### src/rtl/pixel_write_sink.sv
// pixel_write_sink: clips and buffers pixel draw requests, issues single-pixel framebuffer writes
// honouring the memory stall, and performs a full-screen fill on request.
module pixel_write_sink #(
  parameter int          X_SCREEN_PIXELS = 160,
  parameter int          Y_SCREEN_PIXELS = 120,
  parameter int          FIFO_DEPTH      = 4,
  parameter logic [2:0]  CLEAR_COLOUR    = 3'b000
) (
  input  logic        clk,
  input  logic        reset,
  input  logic        plot,
  output logic        plot_ready,
  input  logic [7:0]  x,
  input  logic [6:0]  y,
  input  logic [2:0]  colour,
  input  logic        clear_req,
  output logic        clear_busy,
  output logic        clear_done,
  output logic [14:0] fb_addr,
  output logic [2:0]  fb_data,
  output logic        fb_wren,
  input  logic        fb_busy,
  output logic [7:0]  drop_count
);
  localparam int AW = $clog2(FIFO_DEPTH);
  localparam int CW = AW + 1;
  localparam logic [14:0] LAST_ADDR = 15'(X_SCREEN_PIXELS * Y_SCREEN_PIXELS - 1);
  typedef enum logic [1:0] {IDLE, WRITE, CLEAR} state_t;
  state_t      state_q, state_d;
  logic [CW-1:0] count_q, count_d;
  logic [AW-1:0] wr_q, wr_d, rd_q, rd_d;
  logic [14:0] addr_mem_q [FIFO_DEPTH];
  logic [14:0] addr_mem_d [FIFO_DEPTH];
  logic [2:0]  col_mem_q [FIFO_DEPTH];
  logic [2:0]  col_mem_d [FIFO_DEPTH];
  logic [14:0] fb_addr_q, fb_addr_d;
  logic [2:0]  fb_data_q, fb_data_d;
  logic        fb_wren_q, fb_wren_d;
  logic        clear_busy_q, clear_busy_d;
  logic        clear_done_q, clear_done_d;
  logic [7:0]  drop_q, drop_d;
  logic        accept, in_range, push, pop;
  logic [14:0] lin_addr;
  assign plot_ready = count_q < CW'(FIFO_DEPTH);
  assign clear_busy = clear_busy_q;
  assign clear_done = clear_done_q;
  assign fb_addr    = fb_addr_q;
  assign fb_data    = fb_data_q;
  assign fb_wren    = fb_wren_q;
  assign drop_count = drop_q;
  // y*160 + x as shift-add; the address is computed at enqueue time so the FIFO holds ready-to-use addresses
  assign lin_addr = ({8'd0, y} << 7) + ({8'd0, y} << 5) + {7'd0, x};
  always_comb begin
    accept     = plot && plot_ready;
    in_range   = 32'(x) < X_SCREEN_PIXELS && 32'(y) < Y_SCREEN_PIXELS;
    push       = accept && in_range;
    drop_d     = (accept && !in_range && drop_q != 8'hff) ? drop_q + 8'd1 : drop_q;
    addr_mem_d = addr_mem_q;
    col_mem_d  = col_mem_q;
    if (push) begin
      addr_mem_d[wr_q] = lin_addr;
      col_mem_d[wr_q]  = colour;
    end
    wr_d    = push ? wr_q + AW'(1) : wr_q;
    rd_d    = pop ? rd_q + AW'(1) : rd_q;
    count_d = count_q + CW'(push) - CW'(pop);
  end
  always_comb begin
    state_d      = state_q;
    fb_addr_d    = fb_addr_q;
    fb_data_d    = fb_data_q;
    fb_wren_d    = fb_wren_q;
    clear_busy_d = clear_busy_q | clear_req;
    clear_done_d = 1'b0;
    pop          = 1'b0;
    case (state_q)
      IDLE: begin
        if (clear_busy_q) begin
          state_d   = CLEAR;
          fb_addr_d = '0;
          fb_data_d = CLEAR_COLOUR;
          fb_wren_d = 1'b1;
        end else if (count_q != '0) begin
          pop       = 1'b1;
          state_d   = WRITE;
          fb_addr_d = addr_mem_q[rd_q];
          fb_data_d = col_mem_q[rd_q];
          fb_wren_d = 1'b1;
        end else begin
          fb_wren_d = 1'b0;
        end
      end
      WRITE: begin
        if (!fb_busy) begin
          if (!clear_busy_q && count_q != '0) begin
            pop       = 1'b1;
            fb_addr_d = addr_mem_q[rd_q];
            fb_data_d = col_mem_q[rd_q];
          end else begin
            state_d   = IDLE;
            fb_wren_d = 1'b0;
          end
        end
      end
      CLEAR: begin
        if (!fb_busy) begin
          if (fb_addr_q == LAST_ADDR) begin
            state_d      = IDLE;
            fb_wren_d    = 1'b0;
            clear_busy_d = 1'b0;
            clear_done_d = 1'b1;
          end else begin
            fb_addr_d = fb_addr_q + 15'd1;
          end
        end
      end
      default: begin
        state_d   = IDLE;
        fb_wren_d = 1'b0;
      end
    endcase
  end
  always_ff @(posedge clk or posedge reset) begin
    if (reset) begin
      state_q      <= IDLE;
      count_q      <= '0;
      wr_q         <= '0;
      rd_q         <= '0;
      addr_mem_q   <= '{default: '0};
      col_mem_q    <= '{default: '0};
      fb_addr_q    <= '0;
      fb_data_q    <= '0;
      fb_wren_q    <= 1'b0;
      clear_busy_q <= 1'b0;
      clear_done_q <= 1'b0;
      drop_q       <= '0;
    end else begin
      state_q      <= state_d;
      count_q      <= count_d;
      wr_q         <= wr_d;
      rd_q         <= rd_d;
      addr_mem_q   <= addr_mem_d;
      col_mem_q    <= col_mem_d;
      fb_addr_q    <= fb_addr_d;
      fb_data_q    <= fb_data_d;
      fb_wren_q    <= fb_wren_d;
      clear_busy_q <= clear_busy_d;
      clear_done_q <= clear_done_d;
      drop_q       <= drop_d;
    end
  end
endmodule

### config.mk
export PLATFORM = sky130hd
export DESIGN_NAME = pixel_write_sink
export DESIGN_NICKNAME = d
export VERILOG_FILES = /design/src/rtl/pixel_write_sink.sv
export SDC_FILE = /design/constraint.sdc
export NUM_CORES = 1
export LEC_CHECK = 0
export CELL_PAD_IN_SITES_DETAIL_PLACEMENT = 1
export CELL_PAD_IN_SITES_GLOBAL_PLACEMENT = 1
export CORE_ASPECT_RATIO = 1.25
export CORE_MARGIN = 5
export CORE_UTILIZATION = 47
export DETAILED_ROUTE_END_ITERATION = 12
export GPL_TIMING_DRIVEN = 0
export HOLD_SLACK_MARGIN = 0.08
export PLACE_DENSITY = 0.79
export RECOVER_POWER = 50
export SLEW_MARGIN = 20
export SYNTH_ARGS = -nofsm -noshare
export SYNTH_HDL_FRONTEND = slang
export SYNTH_SLANG_ARGS = --single-unit
export TNS_END_PERCENT = 10
### constraint.sdc
create_clock -name clk -period 4.5 [get_ports clk]
set_input_delay 0.675 -clock clk [delete_from_list [all_inputs] [get_ports clk]]
set_output_delay 0.675 -clock clk [all_outputs]
set_load 0.1 [all_outputs]
==> results of run 1 <==
logic make-up after synthesis:
logic type | after synthesis | synth area share, %
AND/OR/NAND/NOR | 113 | 10.7
flip-flops | 110 | 47.6
AO/OA/AOI/OAI | 87 | 9.93
buffers and inverters | 43 | 3.50
adder cells (fa/ha/maj) | 28 | 6.44
multiplexers | 81 | 19.3
XOR/XNOR | 17 | 2.57
cells in the mapped netlist (5+ instances only):
cell and number:
nand3_1 11, xor2_1 9, xnor2_1 8, inv_1 23, dfrtp_1 110, o2bb2ai_1 7, buf_2 14, nand2_2 5
mux2_2 59, nand2_1 39, mux4_2 18, nand2b_1 5, o21ai_0 31, nor2_1 14, a21oi_1 11, nor3_1 6
o21a_1 5, ha_1 25
report_power, final:
group | internal [mW] | switching, mW | total, mW
sequential | 1.38 | 0.265 | 1.64
clock | 0.505 | 0.361 | 0.866
combinational | 0.608 | 0.857 | 1.46
area by class of cell:
class                   instances  area (µm²)
fillers                      1284        5270
multi-input cells             326        2810
flip-flops and latches        110        2750
repair buffers                 53         548
clock buffers                  11         243
well taps                     164         205
plain buffers                  20         109
inverters                      23        87.6
clock inverters                 5        81.3
layer usage:
| layer | vias to the layer above | GRT usage (%) | wire length, µm |
|---|---|---|---|
| li1 | 1859 | - | - |
| met1 | 2099 | 24.7 | 5690 |
| met2 | 58 | 36.9 | 7510 |
| met3 | 18 | 3.08 | 368 |
| met4 | 0 | 6.03 | 224 |
| met5 | - | 0 | 0 |
metrics by stage:
step           instance area, µm²  util [%]  TNS [ns]  total power, mW
3_3_place_gp                 6510      53.8    -69.14             3.02
2_1_floorplan                5790         -         0             2.71
4_1_cts                      6870      56.7         0             4.02
3_5_place_dp                 6540      54.1         0             3.13
6_report                     6840      56.5         0             3.98
5_1_grt                      6840      56.5         0             4.19
worst paths after layout:
| check | end | slack, ns | from | cells after the start |
|---|---|---|---|---|
| min | fb_wren$_DFFE_PP0P_ | 0.49 | fb_wren$_DFFE_PP0P_ | 2 |
| max in group asynchronous | addr_mem_q[48]$_DFFE_PP0P_ | 1.92 | reset | 2 |
| min in group asynchronous | drop_count[6]$_DFFE_PP0P_ | 1.45 | reset | 2 |
| max | count_q[2]$_DFF_PP0_ | 0.97 | y[6] | 11 |
| max reg2reg | count_q[2]$_DFF_PP0_ | 1.54 | count_q[2]$_DFF_PP0_ | 10 |
| min reg2reg | fb_wren$_DFFE_PP0P_ | 0.49 | fb_wren$_DFFE_PP0P_ | 2 |
registers in the layout (all words and copies together) (netlist names):
signal and cells:
addr_mem_q 60, fb_addr 15, col_mem_q 12, drop_count 8
count_q 3, fb_data 3, rd_q 2, state_q 2
wr_q 2, clear_busy 1, clear_done 1, fb_wren 1
worst max-delay path: stages:
cell	delay, ns
dlygate4sd3_1	0.60
and4_1	0.23
nor3_1	0.90
inv_1	0.12
ha_1	0.33
inv_1	0.06
ha_1	0.13
inv_1	0.05
fa_1	0.38
xnor2_1	0.19
xnor2_1	0.13
==> flow_summary.json, run 1 <==
{
  "drt_iter0_markers": 121,
  "layout-drive-gt1-share_pct": 22.6,
  "cts_tree": "yes",
  "max-slew-margin-rel_pct": -65.1,
  "yosysWarnings": 0,
  "hp-class": "register to register",
  "syn_inst": 479,
  "grt_pass1_wl_um": 23300,
  "setup_violations": 0,
  "grt_max_degree": 58,
  "core_area_mm2": 0.0121,
  "io_pins": 53,
  "worst_pin_slew_ns": 2.46,
  "synth_area_per_cell_um2": 12.1,
  "wl_per_cell_um": 19.4,
  "globalRoute.totalOverflow": 0,
  "synth_top_area_share_pct": 47.6,
  "clock_latency_ns": 0.35,
  "violations": "capacitance limit, slew limit",
  "firstDrtPassIters": 4,
  "cp_data_required_time_ns": 4.77,
  "viasPerCell": 5.67,
  "cp-start-kind": "input pin",
  "die-area_mm2": 0.0146,
  "die_y_um": 134,
  "cp_max_fo": 8,
  "post-place-ws_ns": 1.04,
  "port_buffers": 52,
  "cts_setup_buffers": 0,
  "p_leak_nw": 2.91,
  "cap_violations": 1,
  "rsz0062_at_grt": "no",
  "track_usage_pct": 20.3,
  "cts_root_buf": "clkbuf_16",
  "fin_skew_ns": 0.00752,
  "postRouteAntennaNets": 0,
  "status": "finished with violations",
  "powerDensity_mw_per_mm2": 581,
  "antenna_cells": 0,
  "path_clk_slew_ns": 0.07,
  "drc": 0,
  "layout_common_cells": "dfrtp_1 (110), mux2_2 (59), clkdlybuf4s50_1 (50)",
  "ctsResizeCount": 0,
  "routed_wl_um": 13800,
  "timing.fmax_mhz": 283,
  "setup_slack_ns": 0.966,
  "syn_to_final_growth_pct": 18.2,
  "die_w_um": 109,
  "slew_viol_final": 54,
  "syn_nets": 530,
  "min_period_ns": 3.53,
  "netlist_top_cells_area": "dfrtp_1 (48%), mux2_2 (11%), mux4_2 (7.0%)",
  "crit_path_end_kind": "register",
  "fin_cells": 712,
  "hold_ws_ns": 0.492,
  "post-route-period-util_pct": 78.5,
  "syn_area_mm2": 0.00579,
  "ys_seq_area_share_pct": 47.6,
  "ir_worst_vdd_mv": 0.630,
  "ys_ff_latch": 110,
  "grt_antenna_before_repair": 0,
  "nets": 594,
  "htree_levels": 3,
  "num_rows": 45,
  "synth_cell_type_count": 57,
  "routed-via-count": 4034,
  "place.gp.congestion": 0.876,
  "first_global_vias": 4535,
  "ys.flop_type": "dfrtp_1",
  "cts_buffers": 9,
  "hpwl_um": 10200,
  "clock_path_buffers": 2,
  "cts.sinks": 110,
  "synth_edf_count": 0,
  "arrival_ns": 3.80,
  "async_reset_ff_share_pct": 100,
  "cts_hold_buf": 0,
  "crit_type": "input pin to register",
  "dp.cells": 696,
  "yosysTopAreaCell": "dfrtp_1",
  "hold_violations": 0,
  "layout_commonest_cell": "dfrtp_1",
  "start_util_pct": 47.8
}
(Power assumes the default switching activity.)
==> run 2: changes to the inputs <==
==> constraint.sdc (replaced) <==
create_clock -name clk -period 3.4 [get_ports clk]
set_input_delay 0.51 -clock clk [delete_from_list [all_inputs] [get_ports clk]]
set_output_delay 0.51 -clock clk [all_outputs]
set_load 0.1 [all_outputs]
==> run 2 against run 1 <==
The flow now finishes without violations. Total power rose by 29%. Worst setup slack worse by 0.52 ns. Count of clock-buffer cells in the layout is 1 lower. Combinational power is 34% higher. Via count increased by 0.97%. Non-clock buffer count grew 3. Global-route usage up 0.22 points. Largest power group unchanged. Critical path depth fell by 1.
==> flow_summary.json, run 2 (same netlist as run 1, synthesis figures left out) <==
{
  "clock_latency_ns": 0.35,
  "powerDensity_mw_per_mm2": 751,
  "cp-start-kind": "register",
  "slew_viol_final": 0,
  "core_area_mm2": 0.0121,
  "largest_reg_flops": 60,
  "path_clk_slew_ns": 0.08,
  "arrival_ns": 3.22,
  "clock_path_buffers": 2,
  "finalSetupTns_ns": 0,
  "rr_startpoint": "count_q[2]$_DFF_PP0_",
  "die_w_um": 109,
  "min-delay-start": "fb_data[2]$_DFFE_PP0P_",
  "cts_hold_buf": 0,
  "post-route-util_pct": 56.6,
  "track_usage_pct": 20.6,
  "first_global_vias": 4576,
  "die_y_um": 134,
  "cts_setup_buffers": 0,
  "rsz0062_at_grt": "no",
  "wl_per_cell_um": 19.5,
  "routed_wl_um": 14000,
  "reg2regPathDepth": 10,
  "status": "finished clean",
  "port_buffers": 52,
  "reg2reg_to": "count_q[2]$_DFF_PP0_",
  "min_period_ns": 2.95,
  "cts_tree": "yes",
  "drc": 0,
  "ir_worst_vdd_mv": 0.477,
  "syn_to_final_growth_pct": 18.4,
  "max-slew-margin-rel_pct": 21.9,
  "cts.sinks": 110,
  "cp_data_required_time_ns": 3.66,
  "place.gp.congestion": 0.883,
  "antenna_cells": 0,
  "io_pins": 53,
  "layout_common_cells": "dfrtp_1 (110), mux2_2 (59), clkdlybuf4s50_1 (50)",
  "hold_depth": 2,
  "htree_levels": 3,
  "routed-via-count": 4073,
  "grt_max_degree": 36,
  "num_rows": 45,
  "p_leak_nw": 2.91,
  "die-area_mm2": 0.0146,
  "postRouteAntennaNets": 0,
  "cap_violations": 0,
  "place_area_mm2": 0.00662,
  "ctsResizeCount": 0,
  "largest_register": "addr_mem_q",
  "grt_pass1_wl_um": 23400,
  "hp-class": "register to register",
  "crit_type": "register to register",
  "hpwl_um": 10200,
  "layout-drive-gt1-share_pct": 22.7,
  "crit_path_end_kind": "register",
  "rrSetupSlack_ns": 0.45,
  "cts_root_buf": "clkbuf_16",
  "start_util_pct": 47.8,
  "timing.fmax_mhz": 339,
  "worst_pin_slew_ns": 1.17,
  "cts_buffers": 9,
  "globalRoute.totalOverflow": 0,
  "cp_max_fo": 5,
  "fin_skew_ns": 0.00974,
  "grt_antenna_before_repair": 0,
  "viasPerCell": 5.70,
  "post-route-period-util_pct": 86.8,
  "holdPathEnd": "fb_data[2]$_DFFE_PP0P_",
  "hold_violations": 0,
  "setup_violations": 0,
  "layout_commonest_cell": "dfrtp_1",
  "firstDrtPassIters": 4,
  "fin_area_mm2": 0.00685,
  "drt_iter0_markers": 193,
  "nets": 597
}
==> run 2: cell types whose count changed in the layout (fill, tap and decap cells not counted) <==
cell,before,now
clkbuf_1,4,5
clkinv_4,0,3
bufinv_16,2,0
clkbuf_8,1,0
nor3_2,3,2
o21ai_1,3,4
buf_16,1,2
and4bb_2,1,0
o21ai_0,32,31
nor3_4,0,1
buf_12,0,1
and4bb_1,0,1
==> run 2: layout make-up <==
class,instances,area [µm²]
Sequential cell,110,2750
Clock inverter,6,47.5
Fill cell,1246,5260
Inverter,23,87.6
Multi-Input combinational cell,326,2820
Tap cell,164,205
Clock buffer,10,229
Buffer,20,109
Timing Repair Buffer,56,599
==> run 2: worst max-delay path, stage by stage (launching register included) <==
cell and delay [ns]:
dfrtp_1 0.44, nor3_1 0.71, nor2_1 0.22, o21a_1 0.26
ha_1 0.31, inv_1 0.06, ha_1 0.13, inv_1 0.05
fa_1 0.38, xnor2_1 0.18, xnor2_1 0.14
==> run 2: power breakdown <==
part | switching [mW] | internal [mW]
Combinational | 1.14 | 0.812
Sequential | 0.369 | 1.83
Clock | 0.493 | 0.503
Total | 2.00 | 3.14
==> run 2: per-layer routing <==
layer	global-route usage, %	wire length [µm]	part of all wire [%]	up-vias
met5	0	0	0	-
met4	7.00	280	2.0	0
met1	24.3	5660	41	2107
met2	37.8	7650	55	72
li1	-	-	-	1874
met3	2.70	381	2.7	20
==> run 2: worst max path at each step <==
stage | to | cells past startpoint | startpoint | slack [ns]
4_1_cts | addr_mem_q[12]$_DFFE_PP0P_ | 9 | y[0] | 0.47
2_1_floorplan | count_q[2]$_DFF_PP0_ | 10 | clear_busy$_DFF_PP0_ | 0.73
5_1_grt | count_q[2]$_DFF_PP0_ | 10 | count_q[2]$_DFF_PP0_ | 0.29
3_5_place_dp | addr_mem_q[13]$_DFFE_PP0P_ | 10 | y[0] | 0.15
3_3_place_gp | addr_mem_q[28]$_DFFE_PP0P_ | 10 | y[0] | 0.21
6_report | count_q[2]$_DFF_PP0_ | 10 | count_q[2]$_DFF_PP0_ | 0.45
==> run 2: metrics by stage <==
step,hold slack [ns],instances,power (mW),setup slack (ns)
after floorplan,0.445,479,3.59,0.727
after global placement,0.456,695,4.00,0.213
after detailed placement,0.472,699,4.16,0.147
after CTS,0.499,715,5.19,0.467
after global routing,0.521,715,5.42,0.292
final,0.494,715,5.14,0.448
==> run 3: changes to the inputs <==
--- a/config.mk
+++ b/config.mk
@@ -8,8 +8,8 @@
 export CELL_PAD_IN_SITES_DETAIL_PLACEMENT = 1
 export CELL_PAD_IN_SITES_GLOBAL_PLACEMENT = 1
 export CORE_ASPECT_RATIO = 1.25
-export CORE_MARGIN = 5
 export CORE_UTILIZATION = 47
+export CTS_CLUSTER_DIAMETER = 50
 export DETAILED_ROUTE_END_ITERATION = 12
 export GPL_TIMING_DRIVEN = 0
 export HOLD_SLACK_MARGIN = 0.08
==> constraint.sdc (replaced) <==
create_clock -name clk -period 3.4 [get_ports clk]
set_input_delay 0.51 -clock clk [delete_from_list [all_inputs] [get_ports clk]]
set_output_delay 0.51 -clock clk [all_outputs]
set_load 0.05 [all_outputs]
==> run 3 against run 2 <==
Combinational power decreased by 16%. Clock power about the same. The flow now finishes with violations (capacitance limit, slew limit). Fmax about the same. Largest cell class unchanged. Largest power group unchanged. Total power decreased by 5.4%. Worst setup slack about the same. Count of clock-buffer cells in the layout unchanged.
==> flow_summary.json, run 3 (same netlist as run 1, synthesis figures left out) <==
{
  "post-route-period-util_pct": 86.8,
  "layout_commonest_cell": "dfrtp_1",
  "routed_wl_um": 13700,
  "reg2regPathDepth": 10,
  "post-route-util_pct": 57.8,
  "cts_root_buf": "clkbuf_16",
  "cp_slowest_cell": "nor3_1",
  "ctsResizeCount": 0,
  "grt_antenna_before_repair": 0,
  "io_pins": 53,
  "powerDensity_mw_per_mm2": 714,
  "hold_depth": 2,
  "hpwl_um": 10100,
  "viasPerCell": 5.76,
  "wl_per_cell_um": 19.3,
  "cts_tree": "yes",
  "crit_type": "register to register",
  "rsz0062_at_grt": "no",
  "drc": 0,
  "ir_worst_vdd_mv": 0.487,
  "multi_input_area_mm2": 0.00282,
  "status": "finished with violations",
  "die_y_um": 126,
  "grt_pass1_wl_um": 23300,
  "cts_setup_buffers": 0,
  "path_clk_slew_ns": 0.08,
  "crit_path_end_kind": "register",
  "port_buffers": 52,
  "rr_startpoint": "count_q[2]$_DFF_PP0_",
  "cts.sinks": 110,
  "die_w_um": 101,
  "num_rows": 44,
  "crit_family": "simple AND/OR/NAND/NOR gates",
  "max_stage_delay_ns": 0.69,
  "track_usage_pct": 23.7,
  "worst_pin_slew_ns": 1.59,
  "place.gp.congestion": 0.829,
  "largest_reg_flops": 60,
  "nets": 596,
  "setup_violations": 0,
  "antenna_cells": 0,
  "fin_skew_ns": 0.0107,
  "layout-drive-gt1-share_pct": 22.7,
  "first_global_vias": 4573,
  "grt_max_degree": 36,
  "globalRoute.totalOverflow": 0,
  "cp-start-kind": "register",
  "drt_iter0_markers": 153,
  "cts_buffers": 9,
  "layout_common_cells": "dfrtp_1 (110), mux2_2 (59), clkdlybuf4s50_1 (48)",
  "die-area_mm2": 0.0128,
  "fillers": 1248,
  "min-delay-start": "fb_wren$_DFFE_PP0P_",
  "max-slew-margin-rel_pct": -6.29,
  "postRouteAntennaNets": 0,
  "timing.fmax_mhz": 339,
  "clock_latency_ns": 0.35,
  "min_period_ns": 2.95,
  "finalSetupTns_ns": 0,
  "critPathBufInv": 2,
  "core_area_mm2": 0.0118,
  "arrival_ns": 3.23,
  "slew_viol_final": 31,
  "largest_register": "addr_mem_q",
  "clock_path_buffers": 2,
  "final-seq-area_mm2": 0.00275,
  "cap_violations": 1,
  "htree_levels": 3,
  "violations": "capacitance limit, slew limit",
  "rrSetupSlack_ns": 0.45,
  "firstDrtPassIters": 4,
  "cp_max_fo": 5,
  "reg2reg_to": "count_q[2]$_DFF_PP0_",
  "syn_to_final_growth_pct": 17.7,
  "hold_violations": 0,
  "routed-via-count": 4097,
  "hp-class": "register to register",
  "start_util_pct": 49.1,
  "cts_hold_buf": 0,
  "crit_path_cell_trace": "nor3_1 > nor2_1 > o21a_1 > ha_1 > inv_1 > ha_1 > inv_1 > fa_1 > xnor2_1 > xnor2_1",
  "cp_data_required_time_ns": 3.68,
  "p_leak_nw": 2.90,
  "holdPathEnd": "fb_wren$_DFFE_PP0P_"
}
run 3: worst max-delay path by stage:
stage,startpoint,to,slack [ns],cells past startpoint
floorplan,y[0],addr_mem_q[13]$_DFFE_PP0P_,0.91,9
global placement,y[0],addr_mem_q[28]$_DFFE_PP0P_,0.22,10
detailed placement,y[0],addr_mem_q[44]$_DFFE_PP0P_,0.11,9
CTS,y[0],addr_mem_q[44]$_DFFE_PP0P_,0.47,9
global route,reset,fb_addr[10]$_DFFE_PP0P_,0.17,3
finish,count_q[2]$_DFF_PP0_,count_q[2]$_DFF_PP0_,0.45,10
run 3: worst min-delay path, cell delays in order, from the launching register on:
cell     delay, ns
dfrtp_1       0.34
nand2_1       0.05
o21ai_0       0.06
run 3: routing by layer:
metal  global-route usage [%]  routed length (µm)
met1                     28.7                5580
met2                     42.3                7390
met3                     4.22                 463
met4                     7.84                 278
met5                        0                   0
run 3: power by group:
group / switching, mW / internal, mW / leakage [nW] / total [mW]
Sequential: 0.359 / 1.83 / 1.37 / 2.19
Clock: 0.505 / 0.530 / 0.138 / 1.03
Combinational: 0.837 / 0.806 / 1.39 / 1.64
Total: 1.70 / 3.16 / 2.90 / 4.86
run 3: cell type report:
| class | count | share of cell area [%] |
|---|---|---|
| Buffer | 20 | 1.60 |
| Clock buffer | 10 | 3.51 |
| Clock inverter | 6 | 0.772 |
| Inverter | 23 | 1.29 |
| Multi-Input combinational cell | 326 | 41.4 |
| Sequential cell | 110 | 40.4 |
| Tap cell | 161 | 2.96 |
| Timing Repair Buffer | 55 | 8.05 |
run 3: through the flow:
step           cell area [µm²]  cells  power [mW]  hold slack [ns]  setup slack [ns]
2_1_floorplan             5790    479        3.30            0.445             0.913
3_3_place_gp              6510    692        3.70            0.457             0.217
3_5_place_dp              6570    695        3.86            0.476             0.110
4_1_cts                   6860    711        4.92            0.494             0.473
5_1_grt                   6810    711        5.15            0.518             0.167
6_report                  6810    711        4.86            0.483             0.448
